$ cat config.mk
export PLATFORM = sky130hd
export DESIGN_NAME = skid_fifo_flat
export DESIGN_NICKNAME = d
export VERILOG_FILES = /design/src/rtl/skid_fifo_if.sv /design/src/rtl/skid_fifo.sv /design/src/flat_wrapper.sv
export SDC_FILE = /design/constraint.sdc
export NUM_CORES = 1
export LEC_CHECK = 0
export CORE_MARGIN = 4
export CORE_UTILIZATION = 45
export DETAILED_ROUTE_END_ITERATION = 6
export PLACE_DENSITY = 0.68
export SLEW_MARGIN = 5
export SYNTH_ARGS = -nofsm -noshare
export SYNTH_HDL_FRONTEND = slang
export SYNTH_SLANG_ARGS = --single-unit
$ cat constraint.sdc
create_clock -name clk -period 3 [get_ports clk]
set_input_delay 0.6 -clock clk [delete_from_list [all_inputs] [get_ports clk]]
set_output_delay 0.6 -clock clk [all_outputs]
set_load 0.05 [all_outputs]
$ cat src/rtl/skid_fifo_if.sv
`default_nettype none
// ============================================================================
// Module   : skid_fifo_if
// Brief    : Handshake, flush and status bundle for skid_fifo.
// Revision : 1.0
// ============================================================================
interface skid_fifo_if #(
  parameter int WIDTH = 32,
  parameter int DEPTH = 4
);
  localparam int c_CNT_W = $clog2(DEPTH + 1);

  logic               flush;
  logic               valid_in;
  logic               ready_in;
  logic [WIDTH-1:0]   data_in;
  logic               valid_out;
  logic               ready_out;
  logic [WIDTH-1:0]   data_out;
  logic [c_CNT_W-1:0] count;
  logic               empty;
  logic               almost_full;

  modport master (
    output flush, valid_in, data_in, ready_out,
    input  ready_in, valid_out, data_out, count, empty, almost_full
  );

  modport slave (
    input  flush, valid_in, data_in, ready_out,
    output ready_in, valid_out, data_out, count, empty, almost_full
  );
endinterface
`default_nettype wire

$ cat src/rtl/skid_fifo.sv
`default_nettype none
// ============================================================================
// Module   : skid_fifo
// Brief    : DEPTH-entry in-order elastic buffer with flush and optional bypass.
// Revision : 1.0
// ============================================================================
module skid_fifo #(
  parameter int WIDTH     = 32,
  parameter int DEPTH     = 4,
  parameter int BYPASS    = 0,
  parameter int AF_THRESH = DEPTH - 1
) (
  input  logic       clk,
  input  logic       reset,
  skid_fifo_if.slave fifo
);
  localparam int c_PTR_W = (DEPTH > 1) ? $clog2(DEPTH) : 1;
  localparam int c_CNT_W = $clog2(DEPTH + 1);
  localparam logic [c_PTR_W-1:0] c_LAST_IDX = c_PTR_W'(DEPTH - 1);
  localparam logic [c_PTR_W-1:0] c_PTR_ONE  = c_PTR_W'(1);
  localparam logic [c_CNT_W-1:0] c_FULL     = c_CNT_W'(DEPTH);
  localparam logic [c_CNT_W-1:0] c_AF       = c_CNT_W'(AF_THRESH);
  localparam logic [c_CNT_W-1:0] c_CNT_ONE  = c_CNT_W'(1);

  logic [WIDTH-1:0]   r_mem [DEPTH];
  logic [c_PTR_W-1:0] r_rd_ptr;
  logic [c_PTR_W-1:0] r_wr_ptr;
  logic [c_CNT_W-1:0] r_count;

  logic               w_blocked;
  logic               w_has_data;
  logic               w_bypass_en;
  logic               w_valid_out;
  logic               w_ready_in;
  logic               w_push;
  logic               w_pop;
  logic               w_through;
  logic               w_push_st;
  logic               w_pop_st;
  logic [c_CNT_W-1:0] w_count_next;

  // Pointers wrap explicitly so non-power-of-two depths work.
  function automatic logic [c_PTR_W-1:0] f_next(input logic [c_PTR_W-1:0] p);
    return (p == c_LAST_IDX) ? '0 : p + c_PTR_ONE;
  endfunction

  assign w_blocked   = reset || fifo.flush;
  assign w_has_data  = (r_count != '0);
  assign w_valid_out = !w_blocked && (w_has_data || (w_bypass_en && fifo.valid_in));
  assign w_pop       = w_valid_out && fifo.ready_out;
  assign w_ready_in  = !w_blocked && ((r_count != c_FULL) || w_pop);
  assign w_push      = fifo.valid_in && w_ready_in;
  // An empty-queue word taken by the consumer this cycle never touches storage.
  assign w_through   = w_bypass_en && !w_has_data && w_push && w_pop;
  assign w_push_st   = w_push && !w_through;
  assign w_pop_st    = w_pop && !w_through;

  always_comb begin
    w_count_next = r_count;
    case ({w_push_st, w_pop_st})
      2'b10:   w_count_next = r_count + c_CNT_ONE;
      2'b01:   w_count_next = r_count - c_CNT_ONE;
      default: w_count_next = r_count;
    endcase
  end

  always_ff @(posedge clk) begin
    if (w_blocked) begin
      r_rd_ptr <= '0;
      r_wr_ptr <= '0;
      r_count  <= '0;
    end else begin
      if (w_push_st) r_wr_ptr <= f_next(r_wr_ptr);
      if (w_pop_st)  r_rd_ptr <= f_next(r_rd_ptr);
      r_count <= w_count_next;
    end
  end

  always_ff @(posedge clk) begin
    if (w_push_st) r_mem[r_wr_ptr] <= fifo.data_in;
  end

  if (BYPASS != 0) begin : g_bypass
    assign w_bypass_en   = 1'b1;
    assign fifo.data_out = w_has_data ? r_mem[r_rd_ptr] : fifo.data_in;
  end else begin : g_no_bypass
    assign w_bypass_en   = 1'b0;
    assign fifo.data_out = r_mem[r_rd_ptr];
  end

  assign fifo.valid_out   = w_valid_out;
  assign fifo.ready_in    = w_ready_in;
  assign fifo.count       = r_count;
  assign fifo.empty       = !w_has_data;
  assign fifo.almost_full = (r_count >= c_AF);
endmodule
`default_nettype wire

$ cat src/flat_wrapper.sv
// flat-port wrapper written by rule: the top's interface ports become plain ports
module skid_fifo_flat 
#(
  parameter int WIDTH     = 32,
  parameter int DEPTH     = 4,
  parameter int BYPASS    = 0,
  parameter int AF_THRESH = DEPTH - 1
)
  (clk, reset, fifo_flush, fifo_valid_in, fifo_data_in, fifo_ready_out, fifo_ready_in, fifo_valid_out, fifo_data_out, fifo_count, fifo_empty, fifo_almost_full);
  skid_fifo_if #(.WIDTH(WIDTH), .DEPTH(DEPTH)) fifo_i ();
  input  logic clk;
  input  logic reset;
  input wire logic [$bits(fifo_i.flush)-1:0] fifo_flush;
  input wire logic [$bits(fifo_i.valid_in)-1:0] fifo_valid_in;
  input wire logic [$bits(fifo_i.data_in)-1:0] fifo_data_in;
  input wire logic [$bits(fifo_i.ready_out)-1:0] fifo_ready_out;
  output wire logic [$bits(fifo_i.ready_in)-1:0] fifo_ready_in;
  output wire logic [$bits(fifo_i.valid_out)-1:0] fifo_valid_out;
  output wire logic [$bits(fifo_i.data_out)-1:0] fifo_data_out;
  output wire logic [$bits(fifo_i.count)-1:0] fifo_count;
  output wire logic [$bits(fifo_i.empty)-1:0] fifo_empty;
  output wire logic [$bits(fifo_i.almost_full)-1:0] fifo_almost_full;
  assign fifo_i.flush = fifo_flush;
  assign fifo_i.valid_in = fifo_valid_in;
  assign fifo_i.data_in = fifo_data_in;
  assign fifo_i.ready_out = fifo_ready_out;
  assign fifo_ready_in = fifo_i.ready_in;
  assign fifo_valid_out = fifo_i.valid_out;
  assign fifo_data_out = fifo_i.data_out;
  assign fifo_count = fifo_i.count;
  assign fifo_empty = fifo_i.empty;
  assign fifo_almost_full = fifo_i.almost_full;
  skid_fifo #(.WIDTH(WIDTH), .DEPTH(DEPTH), .BYPASS(BYPASS), .AF_THRESH(AF_THRESH)) u_core (.clk(clk), .reset(reset), .fifo(fifo_i));
endmodule
-- Yosys cells after proc, flatten, opt, wreduce, memory -nomap -nowiden
Memory sizes are Yosys's and may differ from the RTL's. A register that Yosys moved wholly into a read port is not among the register bits.
Index checks and enable logic that the tools add are counted.
W data, S select, Z words.
- input port bits: 37
- bits in latches: 0
- memory bits (writable): 128
- bits in registers: 7
- bits in read-only memories: 0
- memories: 1
- memory list (memory ; depth ; width ; rd ports ; clocked after memory_dff ; write ports ; RTL line ; RTL):
    u_core.r_mem ; 4 ; 32 ; 1 ; 1 ; 1 ; skid_fifo.sv:25 ; logic [WIDTH-1:0] r_mem [DEPTH];
- multiply operators: 0
- order comparisons: 1
- mux-type cells: 7
- bitwise gates (word level): 0
- shift operators: 0
- equality and inequality tests: 5
- reductions and logical operators: 10
- divide/modulo/power cells: 0
- add/sub/neg operators: 4
- operators with widths (cell ; count):
    $mux W2 ; 4
    $eq A2 B2 Y1 const B ; 3
    $pmux W3 S2 ; 1
    $add A2 B1 Y2 const B ; 2
    $logic_and A1 B1 Y1 ; 4
    $add A3 B1 Y3 const B ; 1
    $ge A3 B2 Y1 const B ; 1
    $ne A3 B3 Y1 const B ; 1
    $reduce_bool A3 Y1 ; 1
    $sub A3 B1 Y3 const B ; 1
    $eq A2 B1 Y1 const B ; 1
    $logic_not A1 Y1 ; 2
    $logic_or A1 B1 Y1 ; 2
    $mux W1 ; 2
    $reduce_bool A2 Y1 ; 1

-- Logic depth before layout (Yosys ltp)
Gate-level depths: netlist of the first run.
- depth in word-level cells: 9
- gate-level depth with buffers: 10

-- Worst setup path after synthesis of the first run
No wires, ideal clock.
- path kind: register to register
- from: register u_core.r_count[2], in the netlist u_core.fifo.count[2]
- to: register u_core.r_count[2], in the netlist u_core.fifo.count[2]
- data arrival time: 2.404 ns
- required time: 2.930 ns
- path slack: 0.526 ns
- cell stages (with the launch flop): 10
- period minus slack after synthesis: 2.474 ns
- cell sequence: dfxtp_1 nor4b_2 nor3b_4 inv_1 ha_1 inv_1 fa_1 xor2_1 or3_1 a21oi_1
- cells in the longest elaborated chain, start to end: 8
- elaborated cells between the ends (all ways): 13
- ends and longest elaborated chain (item ; RTL line ; RTL):
    start: declaration ; skid_fifo.sv:28 ; logic [c_CNT_W-1:0] r_count;
    start signal: assignment ; skid_fifo.sv:75 ; r_count <= w_count_next;
    $reduce_bool A3 Y1 ; skid_fifo.sv:48 ; assign w_has_data = (r_count != '0);
    $logic_and A1 B1 Y1 ; skid_fifo.sv:49 ; assign w_valid_out = !w_blocked && (w_has_data || (w_bypass_en && fifo.valid_in));
    $logic_and A1 B1 Y1 ; skid_fifo.sv:50 ; assign w_pop = w_valid_out && fifo.ready_out;
    $logic_or A1 B1 Y1 ; skid_fifo.sv:51 ; assign w_ready_in = !w_blocked && ((r_count != c_FULL) || w_pop);
    $logic_and A1 B1 Y1 ; skid_fifo.sv:51 ;
    $logic_and A1 B1 Y1 ; skid_fifo.sv:52 ; assign w_push = fifo.valid_in && w_ready_in;
    $eq A2 B1 Y1 / $eq A2 B2 Y1 (equally long branches) ; skid_fifo.sv:60 ; case ({w_push_st, w_pop_st})
    $pmux W3 S2 / $reduce_bool A2 Y1 (equally long branches) ; - ;
Several ways; a longest one is shown, not always the timed one.
A chain may end at the register's enable or synchronous reset.

==> results.txt, run 1 <==
The run finished with clean final reports. The shortest clock period the worst path allows after layout is 2890 ps. In this run the worst hold path is classified as flip-flop to flip-flop. TritonCTS created 17 clock buffers. Port buffering added 75 buffers. After synthesis, the cell types taking the most area are sky130_fd_sc_hd__edfxtp_1, sky130_fd_sc_hd__mux4_2, sky130_fd_sc_hd__dfxtp_1. The share of the synthesized area in the top cell type came out at between 70% and 80%.

The slowest stage of the critical path belongs to the cell sky130_fd_sc_hd__clkdlybuf4s50_1. Clock latency on the worst-skew pair, taken at its later pin, is 400 ps. The detailed router put a total of 3770 microns of wire on met1. The routed length on met3 came out at 442 microns.

Clock skew on the completed layout was measured at 14.4 ps. STA classifies the critical path startpoint as a flip-flop. The number of I/O pins came out at 76. For the pin with the worst max-slew slack, the measured transition is about 510 ps. VDD sags by at most 0.343 mV.

The reported leakage power is 2.23 nW. For the final routed database, the setup TNS stands at 0 ps. TritonCTS built the clock tree. Entering global routing, the biggest net connects 33 pins. For this run, design rule violations remaining after detail routing come to 0. The worst path setup slack after routing is 107 ps. In this run, synthesis inferred 128 flip-flops with an integrated enable. The final number of setup-violating endpoints is 0. The net count of the mapped netlist came out at 269. The synthesis-to-finish area growth is 31.8%. The critical path goes through buf_12 > mux4_2 > clkdlybuf4s50_1.

The worst path arrival time came out at ~2300 ps. The async set-or-reset flop fraction in the synthesized netlist came out at 0%. The non-filler instance count after layout came out at 476. The via count normalized by instance count is 5.18. The total grt overflow is 0. From left edge to right edge, the die measures between 100 and 150 microns.

For this block, the routed nets add up to 8910 microns of wire. The worst path buffer plus inverter count is 2. The synthesized instance count came out at roughly 230. The total number of vias came out at 2464. The detail route stage leaves a number of antenna-violating nets equal to 0. Counting every sink on the clock net gives 137. The first-pass GRT wire length came out at 14100 microns.

The worst relative slew slack came out at between 60 and 70%. Detailed placement ended at an HPWL of about 5500 microns. The dominant cell type by area after synthesis is sky130_fd_sc_hd__edfxtp_1. The critical setup path kind is flip-flop to primary output. Gates resized during post-CTS repair numbered 0. The number of synthesized register bits is 137. The smallest hold slack came out at 493 ps. The average cell area after synthesis came out at 22.9 sq um. The placement-stage worst setup slack came out at 103 ps.

The area of the die came out at 13200 sq um. The total met2 wirelength after detailed routing is 4610 microns. The highest routed metal layer is met4. In the finished design, the share of the clock period the worst path needs comes to 96.4%.

Dividing the detail-routed wire length by the instance count gives about 19 microns. Post-CTS timing repair inserted 0 buffers for setup. The clock transition time at the flip-flop clock pins of the worst setup and hold paths came out at 60 ps. The floorplan die height came out at 115 microns.

The repair_antennas step left the layout with diodes totalling 0. Row generation in the floorplan step produced 38 rows. The number of slew-limit violations in the final report came out at 0. The synthesized netlist occupies a cell area of 5160 sq um. The max-cap check violation count is 0.

The overall global routing resource usage is between 10 and 15%. The final core area utilization came out at 61.6%. For this run, the post-layout net count is 368.

The number of fill cells in the layout is approximately 840. The clock root buffer master is sky130_fd_sc_hd__clkbuf_16. The maximum level of the CTS H-tree is 4. The longest clock path from root to sink contains 2 buffers. The floorplan core area is 11000 sq um.

The timing-limited maximum frequency is 346 MHz. In this run the worst path has a maximum fanout of 32. At the worst endpoint, the required time is ~2400 ps. Among cell families on the critical path, the largest total delay comes from buffers and inverters.

Across all register-to-register paths, the minimum setup slack is 760 ps. The initial antenna violation count is 0. The detailed-routing iteration count for the pre-antenna-repair pass came out at 4.

Counting distinct cell types in the post-synthesis netlist gives 24. The fraction of final layout cells with drive strength greater than 1 is a little under a third. The count of synthesis-stage warnings from yosys is 0.

The count of final hold-check violations came to 0. Setup repair after global routing left no endpoint under its margin. The hold-fix buffer count after cts came out at 0.

The endpoint kind of the worst setup timing path is a primary output. The effective utilization at floorplan is 46.8%. At the end of routability-driven placement, the weighted congestion stood at 0.713. The number of placed instances, taps included came out at 445.

The fraction of the yosys area taken by sequential cells is 78.0%. Among all flip-flop cells after synthesis, the most frequent one is sky130_fd_sc_hd__edfxtp_1. For this run, the slowest stage of the critical path takes 720 ps.

The count of routing violations after the opening detailed-route iteration is 112. For this design the ratio of total power to cell area is roughly 660 nW/um^2. The via count of the first global-routing pass is around 2700.
[layout by cell type (no fill, tap or decap), types with 2 or more instances in the layout]
master / count
sky130_fd_sc_hd__dfxtp_2: 2
sky130_fd_sc_hd__nor2_1: 7
sky130_fd_sc_hd__dfxtp_1: 7
sky130_fd_sc_hd__and2_2: 4
sky130_fd_sc_hd__ha_1: 6
sky130_fd_sc_hd__clkbuf_16: 17
sky130_fd_sc_hd__nand2_1: 3
sky130_fd_sc_hd__inv_1: 9
sky130_fd_sc_hd__buf_4: 22
sky130_fd_sc_hd__a21oi_1: 3
sky130_fd_sc_hd__mux2i_1: 3
sky130_fd_sc_hd__xor2_1: 2
sky130_fd_sc_hd__mux4_2: 32
sky130_fd_sc_hd__buf_12: 7
sky130_fd_sc_hd__clkinv_4: 5
sky130_fd_sc_hd__bufinv_16: 4
sky130_fd_sc_hd__clkdlybuf4s50_1: 59
sky130_fd_sc_hd__edfxtp_1: 128
[final timing paths]
path                                  endpoint                              start  cells after the start
max                          fifo_data_out[22]                          flip-flop                      3
min                                  flip-flop    u_core.r_rd_ptr[1]$_SDFFE_PP0N_                      2
max reg2reg  u_core.fifo.count[2]$_SDFFE_PP0P_  u_core.fifo.count[0]$_SDFFE_PP0P_                      9
min reg2reg                          flip-flop    u_core.r_rd_ptr[1]$_SDFFE_PP0N_                      2
[metal layers]
metal / vias up / track usage, %
met3: 8 / 4.79
met5: - / 0
met2: 63 / 24.1
met1: 1275 / 17.8
met4: 0 / 6.18
li1: 1118 / -
[worst reg2reg max path, stage by stage, from the launching register on]
cell	delay (ps)
sky130_fd_sc_hd__dfxtp_1	370
sky130_fd_sc_hd__nor4b_2	440
sky130_fd_sc_hd__nor3b_4	90
sky130_fd_sc_hd__inv_1	70
sky130_fd_sc_hd__ha_1	180
sky130_fd_sc_hd__inv_1	60
sky130_fd_sc_hd__fa_1	370
sky130_fd_sc_hd__xor2_1	150
sky130_fd_sc_hd__or3_1	300
sky130_fd_sc_hd__a21oi_1	130
[Yosys cell counts (2+ instances only)]
cell                       count
sky130_fd_sc_hd__nand2_1       3
sky130_fd_sc_hd__and2_1        4
sky130_fd_sc_hd__buf_2         4
sky130_fd_sc_hd__ha_1          6
sky130_fd_sc_hd__nor2_1        7
sky130_fd_sc_hd__xor2_1        2
sky130_fd_sc_hd__mux4_2       32
sky130_fd_sc_hd__edfxtp_1    128
sky130_fd_sc_hd__buf_6         4
sky130_fd_sc_hd__dfxtp_1       9
sky130_fd_sc_hd__mux2i_1       3
sky130_fd_sc_hd__a21oi_1       3
sky130_fd_sc_hd__inv_1         9
[registers in the layout, summed over array words and instances (netlist names), named ones only]
name,flops
u_core.r_mem,128
u_core.r_wr_ptr,2
u_core.r_rd_ptr,2
u_core.fifo.count,3
[kinds of logic after synthesis]
| logic type | synth area share [%] |
|---|---|
| DFF | 78.0 |
| xor gates and xnor gates | 0.339 |
| adders and majority gates | 1.84 |
| and+or+nand+nor | 2.67 |
| AOI/OAI and AO/OA | 0.727 |
| muxes | 14.5 |
| buffers and inverters | 1.92 |
[area by class of cell]
class                      instances  area, sq um  share of cell area, %
sequential                       137         4030                   59.2
multi-input combinational         71         1040                   15.3
tap                              140          175                   2.58
inverter                           9         33.8                  0.497
timing repair buffer              88          896                   13.2
clock inverter                    13          196                   2.89
clock buffer                      18          429                   6.31
[report_power, final]
group	switching [mW]	internal (mW)	total, mW
registers	0.00603	2.11	2.12
clock network	0.765	1.40	2.16
logic	0.110	0.0920	0.202
total	0.881	3.60	4.48
[metrics by stage]
stage / instance area [sq um] / power [mW]
detailed placement: 6170 / 2.36
CTS: 6800 / 4.53
floorplan: 5160 / 2.25
finish: 6800 / 4.48
global placement: 6170 / 2.36
global route: 6800 / 4.64
(Power assumes the default switching activity.)
==> run 2, diff against run 1 <==
- CTS_CLUSTER_DIAMETER: not set -> 100
==> results of run 2 <==
Same layout as run 1: the final DEF is identical, and so are final timing and power.
==> run 3, diff against run 2 <==
- CAP_MARGIN: not set -> 20
==> results of run 3 <==
Same layout as run 1: the final DEF is identical, and so are final timing and power.
